**src/rtl/fp2i_pkg.sv**
```systemverilog
// Shared constants, operand classes and the classify helper for the FP32-to-integer converter.
package fp2i_pkg;

    localparam logic [1:0] RNE = 2'b00;
    localparam logic [1:0] RTZ = 2'b01;
    localparam logic [1:0] RUP = 2'b10;
    localparam logic [1:0] RDN = 2'b11;

    localparam int EXP_BIAS = 127;
    localparam int MANT_W   = 23;
    localparam int EXP_W    = 8;

    typedef enum logic [2:0] {
        ZERO   = 3'd0,
        DENORM = 3'd1,
        NORMAL = 3'd2,
        INF    = 3'd3,
        NAN    = 3'd4
    } cls_t;

    function automatic cls_t classify(input logic [EXP_W-1:0] exp_f, input logic [MANT_W-1:0] frac_f);
        cls_t c;
        if (exp_f == 8'hFF) begin
            c = (frac_f != 23'd0) ? NAN : INF;
        end else if (exp_f == 8'h00) begin
            c = (frac_f != 23'd0) ? DENORM : ZERO;
        end else begin
            c = NORMAL;
        end
        return c;
    endfunction

endpackage

```
**src/rtl/fp2i_round_sat.sv**
```systemverilog
// Final conversion stage: rounding increment, range check against the signed/unsigned limits,
// saturation of specials and out-of-range values, and negation.
module fp2i_round_sat
    import fp2i_pkg::*;
#(
    parameter int INT_W = 32
) (
    input  logic [INT_W-1:0] mag,
    input  logic             guard,
    input  logic             sticky,
    input  logic             sign,
    input  logic [1:0]       mode,
    input  logic             is_signed,
    input  logic             pre_ovf,
    input  logic [2:0]       cls,
    output logic [INT_W-1:0] result,
    output logic             invalid,
    output logic             inexact
);

    localparam logic [INT_W-1:0] UMAX = {INT_W{1'b1}};
    localparam logic [INT_W-1:0] SMAX = {1'b0, {(INT_W-1){1'b1}}};
    localparam logic [INT_W-1:0] SMIN = {1'b1, {(INT_W-1){1'b0}}};

    logic             rnd_up_s;
    logic [INT_W:0]   sum_s;
    logic             ovf_s;
    logic [INT_W-1:0] pos_lim_s;
    logic [INT_W-1:0] neg_lim_s;

    // Rounding decision, magnitude increment and range check.
    always_comb begin
        rnd_up_s = 1'b0;
        case (mode)
            RNE:     rnd_up_s = guard & (sticky | mag[0]);
            RTZ:     rnd_up_s = 1'b0;
            RUP:     rnd_up_s = ~sign & (guard | sticky);
            RDN:     rnd_up_s = sign & (guard | sticky);
            default: rnd_up_s = 1'b0;
        endcase
        sum_s     = {1'b0, mag} + {{INT_W{1'b0}}, rnd_up_s};
        pos_lim_s = is_signed ? SMAX : UMAX;
        neg_lim_s = is_signed ? SMIN : {INT_W{1'b0}};
        ovf_s     = 1'b0;
        if (pre_ovf) begin
            ovf_s = 1'b1;
        end else if (is_signed) begin
            // A negative magnitude of exactly 2^(INT_W-1) is the legal minimum.
            ovf_s = sign ? (sum_s[INT_W] | (sum_s[INT_W-1] & (|sum_s[INT_W-2:0])))
                         : (sum_s[INT_W] | sum_s[INT_W-1]);
        end else begin
            ovf_s = sign ? (sum_s != {(INT_W+1){1'b0}}) : sum_s[INT_W];
        end
    end

    // Result selection: specials and overflow saturate, everything else is the rounded value.
    always_comb begin
        result  = {INT_W{1'b0}};
        invalid = 1'b0;
        inexact = 1'b0;
        if (cls == NAN) begin
            result  = pos_lim_s;
            invalid = 1'b1;
        end else if (cls == INF) begin
            result  = sign ? neg_lim_s : pos_lim_s;
            invalid = 1'b1;
        end else if (ovf_s) begin
            result  = sign ? neg_lim_s : pos_lim_s;
            invalid = 1'b1;
        end else begin
            result  = sign ? (-sum_s[INT_W-1:0]) : sum_s[INT_W-1:0];
            inexact = guard | sticky;
        end
    end

endmodule

```
**src/rtl/fp32_to_int_pipe.sv**
```systemverilog
// Three-stage FP32 to integer converter with a global-stall valid/ready pipeline.
// Define FP2I_PERF_CNT_EN to build the conversion and exception counters.
module fp32_to_int_pipe
    import fp2i_pkg::*;
#(
    parameter int INT_W     = 32,
    parameter int RST_FLAGS = 1
) (
    input  logic             clk,
    input  logic             rst_n,
    input  logic             in_valid,
    output logic             in_ready,
    input  logic [31:0]      a_operand,
    input  logic [1:0]       rnd_mode,
    input  logic             is_signed,
    output logic             out_valid,
    input  logic             out_ready,
    output logic [INT_W-1:0] int_result,
    output logic             flag_invalid,
    output logic             flag_inexact,
    output logic [15:0]      conv_count,
    output logic [15:0]      exc_count
);

    localparam int EW = ((INT_W > 24) ? INT_W : 24) + 25;
    localparam logic signed [9:0] INT_W_E = 10'(INT_W);

    logic                     advance_s;
    logic [EXP_W-1:0]         exp_s;
    logic [MANT_W-1:0]        frac_s;
    cls_t                     cls_s;
    logic signed [9:0]        e_s;

    logic                     v1_r, sign1_r, signed1_r;
    logic signed [9:0]        e1_r;
    logic [MANT_W:0]          mant1_r;
    logic [1:0]               mode1_r;
    cls_t                     cls1_r;

    logic [EW-1:0]            base_s, ext_s;
    logic [INT_W-1:0]         mag_s;
    logic                     g_s, st_s, povf_s;

    logic                     v2_r, sign2_r, signed2_r, g2_r, st2_r, povf2_r;
    logic [INT_W-1:0]         mag2_r;
    logic [1:0]               mode2_r;
    cls_t                     cls2_r;

    logic [INT_W-1:0]         res_s;
    logic                     inv_s, inx_s;

    logic                     out_valid_r, flag_inv_r, flag_inx_r;
    logic [INT_W-1:0]         int_result_r;

    assign advance_s  = ~out_valid_r | out_ready;
    assign in_ready   = advance_s;
    assign out_valid  = out_valid_r;
    assign int_result = int_result_r;
    assign flag_invalid = flag_inv_r;
    assign flag_inexact = flag_inx_r;

    // Field extraction and operand classification.
    always_comb begin
        exp_s  = a_operand[30:23];
        frac_s = a_operand[22:0];
        cls_s  = classify(exp_s, frac_s);
        e_s    = $signed({2'b00, exp_s}) - 10'(EXP_BIAS);
    end

    // S1: latch sign, unbiased exponent, mantissa with hidden bit, mode and class.
    always_ff @(posedge clk) begin
        if (!rst_n) begin
            v1_r      <= 1'b0;
            sign1_r   <= 1'b0;
            signed1_r <= 1'b0;
            e1_r      <= 10'sd0;
            mant1_r   <= 24'd0;
            mode1_r   <= 2'b00;
            cls1_r    <= ZERO;
        end else if (advance_s) begin
            v1_r      <= in_valid;
            sign1_r   <= a_operand[31];
            signed1_r <= is_signed;
            e1_r      <= e_s;
            mant1_r   <= {(exp_s != 8'h00), frac_s};
            mode1_r   <= rnd_mode;
            cls1_r    <= cls_s;
        end
    end

    // Alignment: the binary point sits between bits 25 and 24 of ext_s, bit 24 is the guard.
    always_comb begin
        base_s = EW'({mant1_r, 25'd0});
        ext_s  = {EW{1'b0}};
        mag_s  = {INT_W{1'b0}};
        g_s    = 1'b0;
        st_s   = 1'b0;
        povf_s = (e1_r >= INT_W_E);
        if (e1_r < -10'sd1) begin
            st_s = |mant1_r;
        end else begin
            if (e1_r > 10'sd23) begin
                ext_s = base_s << (e1_r - 10'sd23);
            end else begin
                ext_s = base_s >> (10'sd23 - e1_r);
            end
            mag_s = INT_W'(ext_s[EW-1:25]);
            g_s   = ext_s[24];
            st_s  = |ext_s[23:0];
        end
    end

    // S2: latch the aligned magnitude with guard, sticky and pre-overflow.
    always_ff @(posedge clk) begin
        if (!rst_n) begin
            v2_r      <= 1'b0;
            sign2_r   <= 1'b0;
            signed2_r <= 1'b0;
            g2_r      <= 1'b0;
            st2_r     <= 1'b0;
            povf2_r   <= 1'b0;
            mag2_r    <= {INT_W{1'b0}};
            mode2_r   <= 2'b00;
            cls2_r    <= ZERO;
        end else if (advance_s) begin
            v2_r      <= v1_r;
            sign2_r   <= sign1_r;
            signed2_r <= signed1_r;
            g2_r      <= g_s;
            st2_r     <= st_s;
            povf2_r   <= povf_s;
            mag2_r    <= mag_s;
            mode2_r   <= mode1_r;
            cls2_r    <= cls1_r;
        end
    end

    fp2i_round_sat #(.INT_W(INT_W)) u_round_sat (
        .mag       (mag2_r),
        .guard     (g2_r),
        .sticky    (st2_r),
        .sign      (sign2_r),
        .mode      (mode2_r),
        .is_signed (signed2_r),
        .pre_ovf   (povf2_r),
        .cls       (cls2_r),
        .result    (res_s),
        .invalid   (inv_s),
        .inexact   (inx_s)
    );

    // S3 output register; flags are cleared in reset only when RST_FLAGS is set.
    always_ff @(posedge clk) begin
        if (!rst_n) begin
            out_valid_r  <= 1'b0;
            int_result_r <= {INT_W{1'b0}};
            if (RST_FLAGS != 0) begin
                flag_inv_r <= 1'b0;
                flag_inx_r <= 1'b0;
            end
        end else if (advance_s) begin
            out_valid_r  <= v2_r;
            int_result_r <= res_s;
            flag_inv_r   <= inv_s;
            flag_inx_r   <= inx_s;
        end
    end

`ifdef FP2I_PERF_CNT_EN
    logic [15:0] conv_cnt_r, exc_cnt_r;

    // Saturating counters of accepted operands and of delivered invalid results.
    always_ff @(posedge clk) begin
        if (!rst_n) begin
            conv_cnt_r <= 16'h0000;
            exc_cnt_r  <= 16'h0000;
        end else begin
            if (in_valid && advance_s && (conv_cnt_r != 16'hFFFF)) begin
                conv_cnt_r <= conv_cnt_r + 16'd1;
            end
            if (out_valid_r && out_ready && flag_inv_r && (exc_cnt_r != 16'hFFFF)) begin
                exc_cnt_r <= exc_cnt_r + 16'd1;
            end
        end
    end

    assign conv_count = conv_cnt_r;
    assign exc_count  = exc_cnt_r;
`else
    assign conv_count = 16'h0000;
    assign exc_count  = 16'h0000;
`endif

endmodule

```
**config.mk**
```make
export PLATFORM = sky130hd
export DESIGN_NAME = fp32_to_int_pipe
export DESIGN_NICKNAME = d
export VERILOG_FILES = /design/src/rtl/fp2i_pkg.sv /design/src/rtl/fp2i_round_sat.sv /design/src/rtl/fp32_to_int_pipe.sv
export SDC_FILE = /design/constraint.sdc
export NUM_CORES = 1
export LEC_CHECK = 0
export ABC_AREA = 1
export BUFFER_PORTS_ARGS = -buffer_cell sky130_fd_sc_hd__buf_4
export CORE_MARGIN = 4
export CORE_UTILIZATION = 50
export DETAILED_ROUTE_END_ITERATION = 8
export PLACE_DENSITY = 0.7
export SETUP_SLACK_MARGIN = 0.1
export SLEW_MARGIN = 30
export SYNTH_ARGS = -nofsm -noshare
export SYNTH_HDL_FRONTEND = slang
export SYNTH_SLANG_ARGS = --single-unit
```
**constraint.sdc**
```tcl
create_clock -name clk -period 5.65 [get_ports clk]
set_input_delay 1.13 -clock clk [delete_from_list [all_inputs] [get_ports clk]]
set_output_delay 1.13 -clock clk [all_outputs]
set_load 0.02 [all_outputs]
```
Word level (Yosys, flattened, before mapping)

Cells that the tools add are included.
Widths: inputs -> output; s select.

Bits of input ports: 39
Flip-flop bits (word level): 120
Output and inout port bits: 68
Word-level logic and storage cells: 82

Bitwise operators: 11
$add $sub $neg: 5
Equality and inequality tests: 6
Reductions and logical operators: 8
Order comparisons: 3
Shifts and indexed selects: 2
Multiplexer cells: 27

Operator list:

| kind                  | count |
|---|---|
| $mux 32               | 8 |
| $mux 57               | 2 |
| $shl 49x10->57        | 1 |
| $shr 49x10->57        | 1 |
| $reduce_or 24->1      | 2 |
| $add 32x1->33         | 1 |
| $reduce_bool 33->1    | 1 |
| $neg 32->32           | 1 |
| $reduce_or 31->1      | 1 |
| $reduce_bool 23->1    | 1 |
| $mux 1                | 13 |
| $ge 10x7->1 const B   | 1 |
| $gt 10x6->1 const B   | 1 |
| $lt 10x1->1 const B   | 1 |
| $sub 10x6->10 const B | 1 |
| $sub 6x10->10 const A | 1 |
| $sub 8x7->9 const B   | 1 |
| $eq 8x8->1 const B    | 1 |
| $logic_not 8->1       | 1 |
| $reduce_bool 8->1     | 1 |
| $mux 3                | 2 |
| $or 1x1->1            | 5 |
| $and 1x1->1           | 4 |
| $eq 2x2->1 const B    | 2 |
| other kinds (7)       | 8 |

Depth between registers and ports, before layout

Gate-level depths: netlist of the first run.

Depth after elaboration: 13
Gate-level depth with buffers: 27
Mapped depth without buffers: 26

Modules after synthesis

A second synthesis of the first run with hierarchy kept.

Cells, all modules: 1981
Area, all modules: 11125.7 um2

By module, submodules not included:

| module           | seq. area each (um2) | cells an instance | instances | area each (um2) |
|---|---|---|---|---|
| fp32_to_int_pipe | 2382.3               | 1402              | 1         | 8433.1 |
| fp2i_round_sat   | 0.0                  | 579               | 1         | 2692.6 |

Worst setup path before layout of the first run

Ideal clock, no wire load.

Path kind: register -> register
From: register sign2_r
To: register int_result_r[28], in the netlist int_result[28]
Buffers on the path: 3
Data required time: 5.519 ns
Stages on the path, launching flop included: 25
Path slack: 2.123 ns
Setup time: 0.131 ns
Period minus slack after synthesis: 3.527 ns
Data arrival time: 3.396 ns
Cells stage by stage: dfxtp_1 > buf_2 > buf_1 > xnor2_1 > nand3_1 > o41ai_1 > ha_1 > ha_1 > nand3_1 > nor2_2 > nand3_2 > nor2_4 > nand2_2 > nor2_2 > nand3_1 > xnor2_1 > nor2_1 > nand4_1 > nor2_1 > nand3_1 > nand2_2 > nand2_4 > buf_6 > o21ai_2 > a21oi_2

Longest elaborated chain between the ends: 13
Elaborated cells between the ends (all ways): 20
Those cells by class: 2 x add/sub; 10 x mux; 6 x bitwise; 2 x reduce/logical

Ends and longest elaborated chain:

| element                                                | line                    | RTL |
|---|---|---|
| start, declared                                        | fp32_to_int_pipe.sv:44  | `logic v2_r, sign2_r, signed2_r, g2_r, st2_r, povf2_r;` |
| start signal, assigned                                 | fp32_to_int_pipe.sv:127 | `sign2_r <= sign1_r;` |
| branches (longest 11 deep; another with $add 32x1->33) | n/a                     |  |
| $mux 32 *                                              | fp2i_round_sat.sv:64    | `end else if (cls == INF) begin` |
| $mux 32 *                                              | fp2i_round_sat.sv:61    | `if (cls == NAN) begin` |
| end signal, assigned                                   | fp32_to_int_pipe.sv:156 | `int_result_r <= {INT_W{1'b0}};` |
| end signal, assigned                                   | fp32_to_int_pipe.sv:163 | `int_result_r <= res_s;` |
| end, declared                                          | fp32_to_int_pipe.sv:53  | `logic [INT_W-1:0] int_result_r;` |

Mark *: on every way between the ends.
A chain may end at the register's enable or synchronous reset.

Worst setup path after layout of the first run

From: register sign2_r
To: register int_result_r[5], in the netlist int_result[5]

The elaborated chain is that of the path after synthesis.

==> flow_metrics.py, run 1 <==
metrics = {
    "critical_path": {
        "crit_slowest_cell": "nand2_4",
        "path_class": "reg2reg",
        "timing.rr.start": "sign2_r",
        "worstPathArrival_ns": 4.72,
        "r2r-end": "int_result[5]",
        "cpPeakStageDelay_ns": 0.40,
        "cp_cell_sequence": "buf_4 > xnor2_1 > nand3_1 > o41ai_1 > ha_1 > ha_1 > nand3_1 > nor2_2 > nand3_2 > nor2_4 > nand2_2 > nor2_2 > xor2_1 > nor2_1 > nand2_1 > nor2_1 > nand2_1 > nor2_1 > nand3_1 > nand2_2 > nand2_4 > nand2_4 > nand2_1 > a21oi_1",
        "reg2reg_depth": 24,
        "crit_required_ns": 6.00,
        "cp.buffers_inverters": 1,
        "worst-path-max-fanout": 30,
        "critical_path.top_delay_family": "simple AND/OR/NAND/NOR gates",
        "startpoint_type": "register",
        "cp-end-kind": "register",
        "rrSetupSlack_ns": 1.28,
    },
    "worst_hold_path": {
        "min_to": "out_valid",
        "min_path_cells": 2,
        "hold_class": "reg2reg",
        "hp-start": "v2_r",
    },
    "synth": {
        "ys.warnings.count": 0,
        "synth-edff-count": 0,
        "ys_seq_area_frac": 0.235,
        "synth_mux_area_frac": 0.00198,
        "ys_async_sr_fraction": 0,
        "netlist_area_mm2": 0.0101,
        "synth_compound_area_frac": 0.187,
        "syn_inst": 1684,
        "ys_seq_elements": 119,
        "avgSynthCellArea_um2": 6.01,
        "synthFlopType": "dfxtp_1",
        "synthAdderAreaFrac": 0.0111,
        "synth_top_family_by_area": "simple AND/OR/NAND/NOR gates",
        "synthSimpleGateAreaFrac": 0.391,
        "synth_xor_area_frac": 0.0596,
        "synth_cell_types": 55,
    },
    "sta": {
        "slew_headroom": 0.373,
        "post-route-period-util": 0.773,
        "setup_viol": 0,
        "tns_ns": 0,
        "tightest_slew_ns": 0.940,
        "rsz0062_at_grt": "false",
        "final_max_slew_viol_count": 0,
        "period_minus_slack_ns": 4.37,
        "skew_ns": 0.0142,
        "finalHoldViolCount": 0,
        "fmax_ghz": 0.229,
    },
    "grt": {
        "grtUsageTotal": 0.298,
        "antenna_found_initial": 0,
        "grt_overflow": 0,
        "grt_pass1_wl_um": 53700,
        "grt_pass1_vias": 10170,
        "grt_max_degree": 105,
    },
    "power_and_ir_drop": {
        "leakage_uw": 0.00508,
        "p_sw_uw": 1230,
        "clockPowerShare": 0.370,
        "comb_power_share": 0.323,
        "totalPowerFinal_uw": 3120,
        "peakVddDrop_v": 0.000206,
        "intPower_uw": 1890,
        "powerDensity_mw_per_mm2": 278,
        "seqPwrFrac": 0.307,
        "p_sw_frac": 0.393,
    },
    "drt": {
        "via_per_inst": 5.75,
        "wl_um": 33800,
        "wl_per_cell_um": 17.1,
        "ant_nets": 0,
        "vias": 11353,
        "post-route-drc-count": 0,
        "dr.pass1.iters": 7,
        "drt_first_iter_violations": 1228,
    },
    "clock_network": {
        "cts_tree": "done",
        "htree_levels": 4,
        "cts.clk_slew.worst_paths_ns": 0.06,
        "cts_resized": 0,
        "cts_setup_buffers": 0,
        "clk_latency_ns": 0.43,
        "clkSinkCount": 119,
        "cts_made_buffers": 17,
        "root_buffer": "clkbuf_16",
        "holdBufCountCts": 0,
        "clk_path_buf_depth": 2,
    },
    "floorplanning": {
        "top_level_ports": 107,
        "start_util": 0.514,
        "core_area_mm2": 0.0197,
        "rows": 51,
        "dieWidth_um": 150,
        "die_h_um": 150,
        "die-area_mm2": 0.0226,
    },
    "job": {
        "maxCapViolCount": 0,
    },
    "finish": {
        "areaGrowthSynthToFinish_pct": 10.7,
        "diodes": 0,
        "layout_commonest_cell": "nand2_1",
        "fill_cells": 2027,
        "final_cell_mix": "nand2_1, nand3_1, nor2_1",
        "nNetsFinal": 1745,
        "drive_above_1_share": 0.113,
        "finalInstanceArea_mm2": 0.0112,
    },
    "place": {
        "port_buffers": 74,
        "gp_congestion": 1.00,
        "placed_cell_area_mm2": 0.0106,
        "dpl.hpwl_um": 25700,
    },
    "status": {
        "status": "finished, final reports clean",
    },
}
==> cells in the mapped netlist (5+ instances only) <==
cell type | n | area (um^2)
nor3_1 | 18 | 90.1
clkbuf_1 | 56 | 210
a21oi_2 | 20 | 175
o211ai_1 | 10 | 75.1
buf_4 | 32 | 240
o22ai_1 | 11 | 68.8
nand4_1 | 37 | 231
a21oi_1 | 79 | 395
xnor2_1 | 16 | 140
nor2_1 | 174 | 653
o21ai_2 | 11 | 96.3
buf_2 | 11 | 55.1
ha_1 | 9 | 113
xor2_1 | 51 | 447
a31oi_1 | 13 | 81.3
o21ai_0 | 168 | 841
nand2_2 | 15 | 93.8
dfxtp_1 | 119 | 2380
inv_1 | 129 | 484
nor4_1 | 13 | 81.3
nor2_4 | 5 | 56.3
buf_1 | 23 | 86.3
nand3_1 | 188 | 941
nand2_1 | 420 | 1580
==> routing by layer <==
metal	vias to the layer above	wire length [um]	GRT usage
li1	5563	-	-
met1	5221	14900	0.407
met2	489	15700	0.488
met3	80	2270	0.0376
met4	0	869	0.0952
met5	-	0	0
==> logic make-up after synthesis <==
kind of cell / after synthesis
compound gates: 332
flops: 119
other cells: 1
fa+ha+maj: 9
buf+inv: 260
simple gates: 893
xor+xnor: 68
mux: 2
==> registers in the layout (all words and copies together), names as in the netlist <==
| signal | count |
|---|---|
| cls1_r | 3 |
| cls2_r | 3 |
| e1_r | 9 |
| flag_inexact | 1 |
| flag_invalid | 1 |
| g2_r | 1 |
| int_result | 32 |
| mag2_r | 32 |
| mant1_r | 24 |
| mode1_r | 2 |
| mode2_r | 2 |
| out_valid | 1 |
| povf2_r | 1 |
| sign1_r | 1 |
| sign2_r | 1 |
| signed1_r | 1 |
| signed2_r | 1 |
| st2_r | 1 |
| v1_r | 1 |
| v2_r | 1 |
==> cell type report <==
| cell class | instances | area (um^2) | area share |
|---|---|---|---|
| multi-input cells | 1336 | 6720 | 0.599 |
| flip-flops and latches | 119 | 2380 | 0.213 |
| repair buffers | 89 | 668 | 0.0596 |
| inverters | 134 | 503 | 0.0449 |
| clock buffers | 17 | 425 | 0.0380 |
| well taps | 265 | 332 | 0.0296 |
| clock inverters | 15 | 181 | 0.0162 |
==> stage by stage <==
| step | worst slack (ns) | utilization | hold WS [ns] | std cells |
|---|---|---|---|---|
| 6_report | 1.28 | 0.568 | 0.462 | 1975 |
| 5_1_grt | 0.735 | 0.568 | 0.498 | 1975 |
| 2_1_floorplan | 2.12 | - | 0.430 | 1715 |
| 4_1_cts | 1.27 | 0.568 | 0.466 | 1975 |
| 3_5_place_dp | 1.32 | 0.538 | 0.456 | 1943 |
| 3_3_place_gp | 1.48 | 0.538 | 0.443 | 1943 |
==> how the worst max path moves through the flow <==
stage | startpoint | endpoint | slack, ns | cells after the start
after global routing | sign2_r | int_result[5] | 0.73 | 24
after CTS | sign2_r | int_result[5] | 1.27 | 23
after global placement | sign2_r | int_result[21] | 1.48 | 23
after detailed placement | sign2_r | int_result[5] | 1.32 | 23
after floorplan | sign2_r | int_result[28] | 2.12 | 24
final | sign2_r | int_result[5] | 1.28 | 24
==> worst min-delay path: cells and delay by family, from the launching register on <==
family | cells | cell delay, ns
DFF | 1 | 0.30
buffers and inverters | 1 | 0.06
AOI/OAI and AO/OA | 1 | 0.06
==> power by group through the flow <==
stage / Combinational (uW) / Clock, uW / Sequential [uW]
floorplan: 688 / 0 / 1010
global placement: 983 / 0 / 975
detailed placement: 983 / 0 / 975
CTS: 989 / 1160 / 957
global route: 1110 / 1190 / 966
finish: 1010 / 1150 / 959
No activity file was read; power rests on OpenSTA's default activity.
==> run 2: changes to the inputs <==
--- a/config.mk
+++ b/config.mk
@@ -5,7 +5,7 @@
 export SDC_FILE = /design/constraint.sdc
 export NUM_CORES = 1
 export LEC_CHECK = 0
-export ABC_AREA = 1
+export ABC_AREA = 0
 export BUFFER_PORTS_ARGS = -buffer_cell sky130_fd_sc_hd__buf_4
 export CORE_MARGIN = 4
 export CORE_UTILIZATION = 50
==> constraint.sdc (replaced) <==
create_clock -name clk -period 4.15 [get_ports clk]
set_input_delay 0.83 -clock clk [delete_from_list [all_inputs] [get_ports clk]]
set_output_delay 0.83 -clock clk [all_outputs]
set_load 0.02 [all_outputs]
==> run 2 against run 1 <==
  * Synthesized cell count decreased by 18%
  * Final cell count down 15%
  * Clock power grew 37%
  * Clock-buffer cell count did not move
  * Die area is essentially flat
  * Maximum frequency grew 13%
  * Sequential cell count is the same
  * Sequential share of layout area decreased by 0.56 points
  * Setup slack got worse by 1.0 ns
  * Non-clock buffer count increased by 41
  * Worst hold slack lost 0.0099 ns
  * Sequential power rose by 36%
  * Highest routed layer unchanged
==> flow_metrics.py, run 2 <==
metrics = {
    "status": {
        "status": "finished, final reports clean",
    },
    "drt": {
        "ant_nets": 0,
        "wl_um": 33000,
        "dr.pass1.iters": 7,
        "via_per_inst": 6.44,
        "drt_first_iter_violations": 1301,
        "wl_per_cell_um": 19.7,
        "vias": 10783,
        "post-route-drc-count": 0,
    },
    "grt": {
        "groute.layer.met2.usage": 0.439,
        "grt_overflow": 0,
        "grt_max_degree": 87,
        "grt_pass1_vias": 9804,
        "top_usage_layer": "met2",
        "use_met1": 0.425,
        "gr-usage-met3": 0.0439,
        "antenna_found_initial": 0,
        "grtUsageTotal": 0.290,
        "grt_pass1_wl_um": 52700,
    },
    "floorplanning": {
        "rows": 51,
        "core_area_mm2": 0.0197,
        "dieWidth_um": 150,
        "top_level_ports": 107,
        "die-area_mm2": 0.0226,
        "start_util": 0.513,
        "die_h_um": 150,
    },
    "critical_path": {
        "r2r-end": "int_result[4]",
        "timing.rr.start": "g2_r",
        "cpPeakStageDelay_ns": 0.40,
        "crit_slowest_cell": "a2111oi_4",
        "rrSetupSlack_ns": 0.27,
        "cp_cell_sequence": "nor2b_1 > o22ai_1 > a221oi_1 > ha_2 > ha_1 > nand3_2 > buf_4 > nor4_2 > xnor2_1 > a211oi_1 > nand4_1 > a2111oi_4 > o21a_4 > buf_12 > a21oi_1 > a311oi_2",
        "worst-path-max-fanout": 17,
        "worstPathArrival_ns": 4.22,
        "cp-end-kind": "register",
        "crit_required_ns": 4.48,
        "reg2reg_depth": 16,
        "path_class": "reg2reg",
        "startpoint_type": "register",
    },
    "synth": {
        "syn_inst": 1373,
        "synth-edff-count": 0,
        "synth_top_cell_by_area": "dfxtp_1",
        "yosys.area.top_type_share": 0.235,
        "ys_async_sr_fraction": 0,
        "netlist_area_mm2": 0.0101,
        "synth_cell_types": 88,
        "synthFlopType": "dfxtp_1",
        "synth_area_leaders": "dfxtp_1, nand2_1, a21oi_1",
        "avgSynthCellArea_um2": 7.37,
        "ys_seq_elements": 119,
        "ys_seq_area_frac": 0.235,
        "ys.warnings.count": 0,
        "yosysMostFrequentCell": "nand2_1",
        "synth_common_cells": "nand2_1, a21oi_1, dfxtp_1",
    },
    "power_and_ir_drop": {
        "p_sw_uw": 1440,
        "clockPowerShare": 0.392,
        "seqPwrFrac": 0.324,
        "comb_power_share": 0.284,
        "powerDensity_mw_per_mm2": 348,
        "peakVddDrop_v": 0.000253,
        "leakage_uw": 0.00440,
        "p_sw_frac": 0.359,
        "intPower_uw": 2570,
    },
    "worst_hold_path": {
        "hold_class": "reg2reg",
        "min_path_cells": 2,
        "min_to": "v1_r",
        "hp-start": "v1_r",
    },
    "finish": {
        "fin_cells": 1675,
        "final_cell_mix": "nand2_1, a21oi_1, buf_4",
        "drive_above_1_share": 0.177,
        "finalInstanceArea_mm2": 0.0115,
        "diodes": 0,
        "layout_commonest_cell": "nand2_1",
        "nNetsFinal": 1445,
        "areaGrowthSynthToFinish_pct": 13.8,
    },
    "clock_network": {
        "cts_tree": "done",
        "clkSinkCount": 119,
        "cts.clk_slew.worst_paths_ns": 0.06,
        "clk_path_buf_depth": 2,
        "cts_made_buffers": 17,
        "holdBufCountCts": 0,
        "root_buffer": "clkbuf_16",
        "clk_latency_ns": 0.43,
        "htree_levels": 4,
    },
    "sta": {
        "hold_ws_ns": 0.452,
        "setup_viol": 0,
        "post-route-period-util": 0.936,
        "rsz0062_at_grt": "false",
        "timing.final.ws_setup_ns": 0.267,
        "slew_headroom": 0.338,
        "final_max_slew_viol_count": 0,
        "fmax_ghz": 0.258,
        "finalHoldViolCount": 0,
        "period_minus_slack_ns": 3.88,
        "tns_ns": 0,
        "skew_ns": 0.0157,
        "tightest_slew_ns": 0.986,
    },
    "job": {
        "maxCapViolCount": 0,
    },
    "place": {
        "dp.cells": 1640,
        "port_buffers": 74,
        "placed_cell_area_mm2": 0.0108,
        "dpl.hpwl_um": 24100,
        "post-place-ws_ns": 0.155,
        "gp_congestion": 0.971,
    },
}
run 2: changes by cell type in the layout (fill, tap and decap cells not counted), sizes merged, moves of 33 or more:
cell / delta
buf: +41
xor2: -35
a21oi: +42
o21ai: -115
nor2: -75
nand3: -155
nor3: +40
inv: -110
mux2i: +33
nand2: -221
run 2: worst max path at each step:
| stage | start | endpoint | depth (start not counted) |
|---|---|---|---|
| floorplan | sign2_r | int_result[31] | 18 |
| global placement | g2_r | int_result[4] | 15 |
| detailed placement | g2_r | int_result[4] | 16 |
| CTS | g2_r | int_result[4] | 16 |
| global route | g2_r | int_result[4] | 15 |
| finish | g2_r | int_result[4] | 16 |
run 2: timing repair:
action	in CTS	in global routing
endpoints found under the setup margin	0	27
setup buffers	0	3
gates resized for setup	0	12
run 2: cells by family after synthesis:
| family | count (synthesis) | synth area share |
|---|---|---|
| simple gates | 539 | 0.251 |
| compound gates | 399 | 0.261 |
| buf+inv | 181 | 0.0834 |
| flops | 119 | 0.235 |
| mux | 75 | 0.114 |
| xor+xnor | 50 | 0.0440 |
| fa+ha+maj | 9 | 0.0111 |
| other cells | 1 | 0.000370 |
run 2: power by group through the flow:
stage,Clock (uW),Combinational (uW),Sequential (uW)
2_1_floorplan,0,793,1310
3_3_place_gp,0,1090,1320
3_5_place_dp,0,1100,1320
4_1_cts,1580,1100,1290
5_1_grt,1630,1240,1310
6_report,1570,1140,1300
run 2: metrics by stage:
step / util / power, uW
2_1_floorplan: - / 2100
3_3_place_gp: 0.549 / 2410
4_1_cts: 0.579 / 3980
5_1_grt: 0.584 / 4170
6_report: 0.584 / 4010
3_5_place_dp: 0.549 / 2420
run 2: metal layers:
layer	up-vias	wire length (um)
met5	-	0
met4	0	721
met3	65	2680
met2	510	14900
met1	5139	14700
li1	5069	-
run 2: cell type report:
cell class,instances,area (um^2)
Timing Repair Buffer,130,1000
Fill cell,1866,8200
Clock inverter,15,181
Clock buffer,17,425
Inverter,25,93.8
Tap cell,265,332
Sequential cell,119,2380
Multi-Input combinational cell,1104,7100
run 2: critical path, delay by kind of cell (launching register included):
kind,cells,cell delay (ns)
DFF,1,0.37
buffers and inverters,2,0.39
and+or+nand+nor,4,0.84
AOI/OAI and AO/OA,7,1.62
xor gates and xnor gates,1,0.13
adders and majority gates,2,0.42
==> run 3: changes to the inputs <==
--- a/config.mk
+++ b/config.mk
@@ -5,7 +5,7 @@
 export SDC_FILE = /design/constraint.sdc
 export NUM_CORES = 1
 export LEC_CHECK = 0
-export ABC_AREA = 0
+export ABC_AREA = 1
 export BUFFER_PORTS_ARGS = -buffer_cell sky130_fd_sc_hd__buf_4
 export CORE_MARGIN = 4
 export CORE_UTILIZATION = 50
==> run 3 against run 2 <==
  * Register-to-register slack gained 0.09 ns
  * Sequential cell count unchanged
  * Setup slack better by 0.088 ns
  * Power increased by 2.9%
  * Clock skew is 0.0013 ns lower
  * Maximum frequency rose by 2.3%
  * Global-route usage is 0.78 points higher
  * Worst hold slack improved by 0.012 ns
  * Die area about the same
  * Final cell count is 19% higher
  * Clock power fell by 9.6%
  * Critical path type unchanged
  * Clock-buffer cell count unchanged
==> flow_metrics.py, run 3 (synthesis results as in run 1) <==
metrics = {
    "clock_network": {
        "cts.clk_slew.worst_paths_ns": 0.07,
        "cts_tree": "done",
        "clkSinkCount": 119,
        "cts_made_buffers": 17,
        "holdBufCountCts": 0,
        "clk_path_buf_depth": 2,
        "root_buffer": "clkbuf_16",
        "htree_levels": 4,
        "clk_latency_ns": 0.43,
    },
    "floorplanning": {
        "top_level_ports": 107,
        "dieWidth_um": 150,
        "die_h_um": 150,
        "start_util": 0.514,
        "die-area_mm2": 0.0226,
        "core_area_mm2": 0.0197,
        "rows": 51,
    },
    "critical_path": {
        "cp_cell_sequence": "xnor2_1 > nand3_1 > o41ai_2 > ha_1 > ha_1 > nand3_1 > nor2_2 > nand3_2 > nor2_4 > buf_4 > xnor2_1 > nand4_1 > nor2_4 > nand2_1 > nand2_1 > nand2_1 > a21oi_1 > xor2_1 > nand3_1 > nand2_1 > a21oi_1",
        "crit_slowest_cell": "dfxtp_1",
        "crit_path_frequent_cell": "nand2_1",
        "worst-path-max-fanout": 5,
        "path_class": "reg2reg",
        "worstPathArrival_ns": 4.08,
        "rrSetupSlack_ns": 0.36,
        "cpPeakStageDelay_ns": 0.39,
        "crit_required_ns": 4.43,
        "startpoint_type": "register",
        "cp-end-kind": "register",
    },
    "drt": {
        "via_per_inst": 5.60,
        "drt_first_iter_violations": 1044,
        "post-route-drc-count": 0,
        "wl_per_cell_um": 17.1,
        "dr.pass1.iters": 6,
        "vias": 11130,
        "wl_um": 33900,
        "ant_nets": 0,
    },
    "job": {
        "maxCapViolCount": 0,
    },
    "finish": {
        "diodes": 0,
        "final_cell_mix": "nand2_1, nand3_1, nor2_1",
        "multi_input_area_mm2": 0.00676,
        "layout_commonest_cell": "nand2_1",
        "fill_cells": 2033,
        "areaGrowthSynthToFinish_pct": 11.4,
        "nNetsFinal": 1756,
        "drive_above_1_share": 0.121,
        "regArea_mm2": 0.00238,
    },
    "sta": {
        "period_minus_slack_ns": 3.79,
        "skew_ns": 0.0144,
        "fmax_ghz": 0.264,
        "tightest_slew_ns": 0.927,
        "rsz0062_at_grt": "false",
        "finalHoldViolCount": 0,
        "tns_ns": 0,
        "post-route-period-util": 0.914,
        "hold_ws_ns": 0.464,
        "slew_headroom": 0.381,
        "setup_viol": 0,
        "final_max_slew_viol_count": 0,
    },
    "power_and_ir_drop": {
        "leakage_uw": 0.00512,
        "peakVddDrop_v": 0.000342,
        "powerDensity_mw_per_mm2": 366,
    },
    "grt": {
        "grt_pass1_wl_um": 53600,
        "grt_pass1_vias": 10170,
        "grt_max_degree": 105,
        "grt_overflow": 0,
        "grtUsageTotal": 0.298,
        "antenna_found_initial": 0,
    },
    "status": {
        "status": "finished, final reports clean",
    },
    "place": {
        "dpl.hpwl_um": 26100,
        "gp_congestion": 0.990,
        "port_buffers": 74,
    },
    "worst_hold_path": {
        "hold_class": "reg2reg",
    },
}
-- run 3: cell count changes in the layout (fill, tap and decap cells not counted), sizes merged, moves of 33 or more --
cell	delta
xor2	+35
inv	+110
mux2i	-33
nand3	+155
nor2	+75
nor3	-40
o21ai	+115
a21oi	-42
nand2	+222
-- run 3: layer usage --
metal / wire, um / global-route usage / vias to the layer above
met3: 2270 / 0.0542 / 57
met5: 0 / 0 / -
li1: - / - / 5582
met4: 968 / 0.103 / 0
met1: 14800 / 0.398 / 5022
met2: 15900 / 0.485 / 469
-- run 3: through the flow --
step | util | area (um^2) | worst slack (ns) | power [uW] | cells
2_1_floorplan | - | 10200 | 0.623 | 2310 | 1715
3_3_place_gp | 0.541 | 10700 | 0.375 | 2680 | 1951
3_5_place_dp | 0.541 | 10700 | 0.329 | 2680 | 1951
5_1_grt | 0.572 | 11300 | 0.0924 | 4340 | 1986
6_report | 0.572 | 11300 | 0.356 | 4130 | 1986
4_1_cts | 0.569 | 11200 | 0.293 | 4100 | 1983
-- run 3: what timing repair did --
item | 4_1_cts | 5_1_grt
hold endpoints to repair | 0 | 0
resized for setup | 0 | 6
setup endpoints to repair | 0 | 32
setup buffers | 0 | 2
-- run 3: final timing paths --
| kind | startpoint | to | cells after the start |
|---|---|---|---|
| max | mode2_r[0] | int_result[30] | 21 |
| min | cls1_r[2] | cls1_r[2] | 2 |
| max reg2reg | mode2_r[0] | int_result[30] | 21 |
| min reg2reg | cls1_r[2] | cls1_r[2] | 2 |
-- run 3: power breakdown --
group / internal (uW) / leakage, uW / total (uW) / switching [uW]
combinational: 441 / 0.00387 / 1400 / 956
clock: 789 / 0.000269 / 1420 / 636
sequential: 1240 / 0.000980 / 1300 / 67.5
total: 2470 / 0.00512 / 4130 / 1660
-- run 3: cell type report --
class / instances / area share
inverter: 134 / 0.0446
clock inverter: 15 / 0.0119
clock buffer: 17 / 0.0377
sequential: 119 / 0.211
timing repair buffer: 99 / 0.0659
multi-input combinational: 1337 / 0.599
tap: 265 / 0.0294
-- run 3: worst max-delay path, delay by kind of cell (launching register included) --
family | cells | cell delay, ns
simple gates | 12 | 1.75
buf+inv | 1 | 0.14
fa+ha+maj | 2 | 0.43
compound gates | 3 | 0.28
flops | 1 | 0.39
xor+xnor | 3 | 0.65
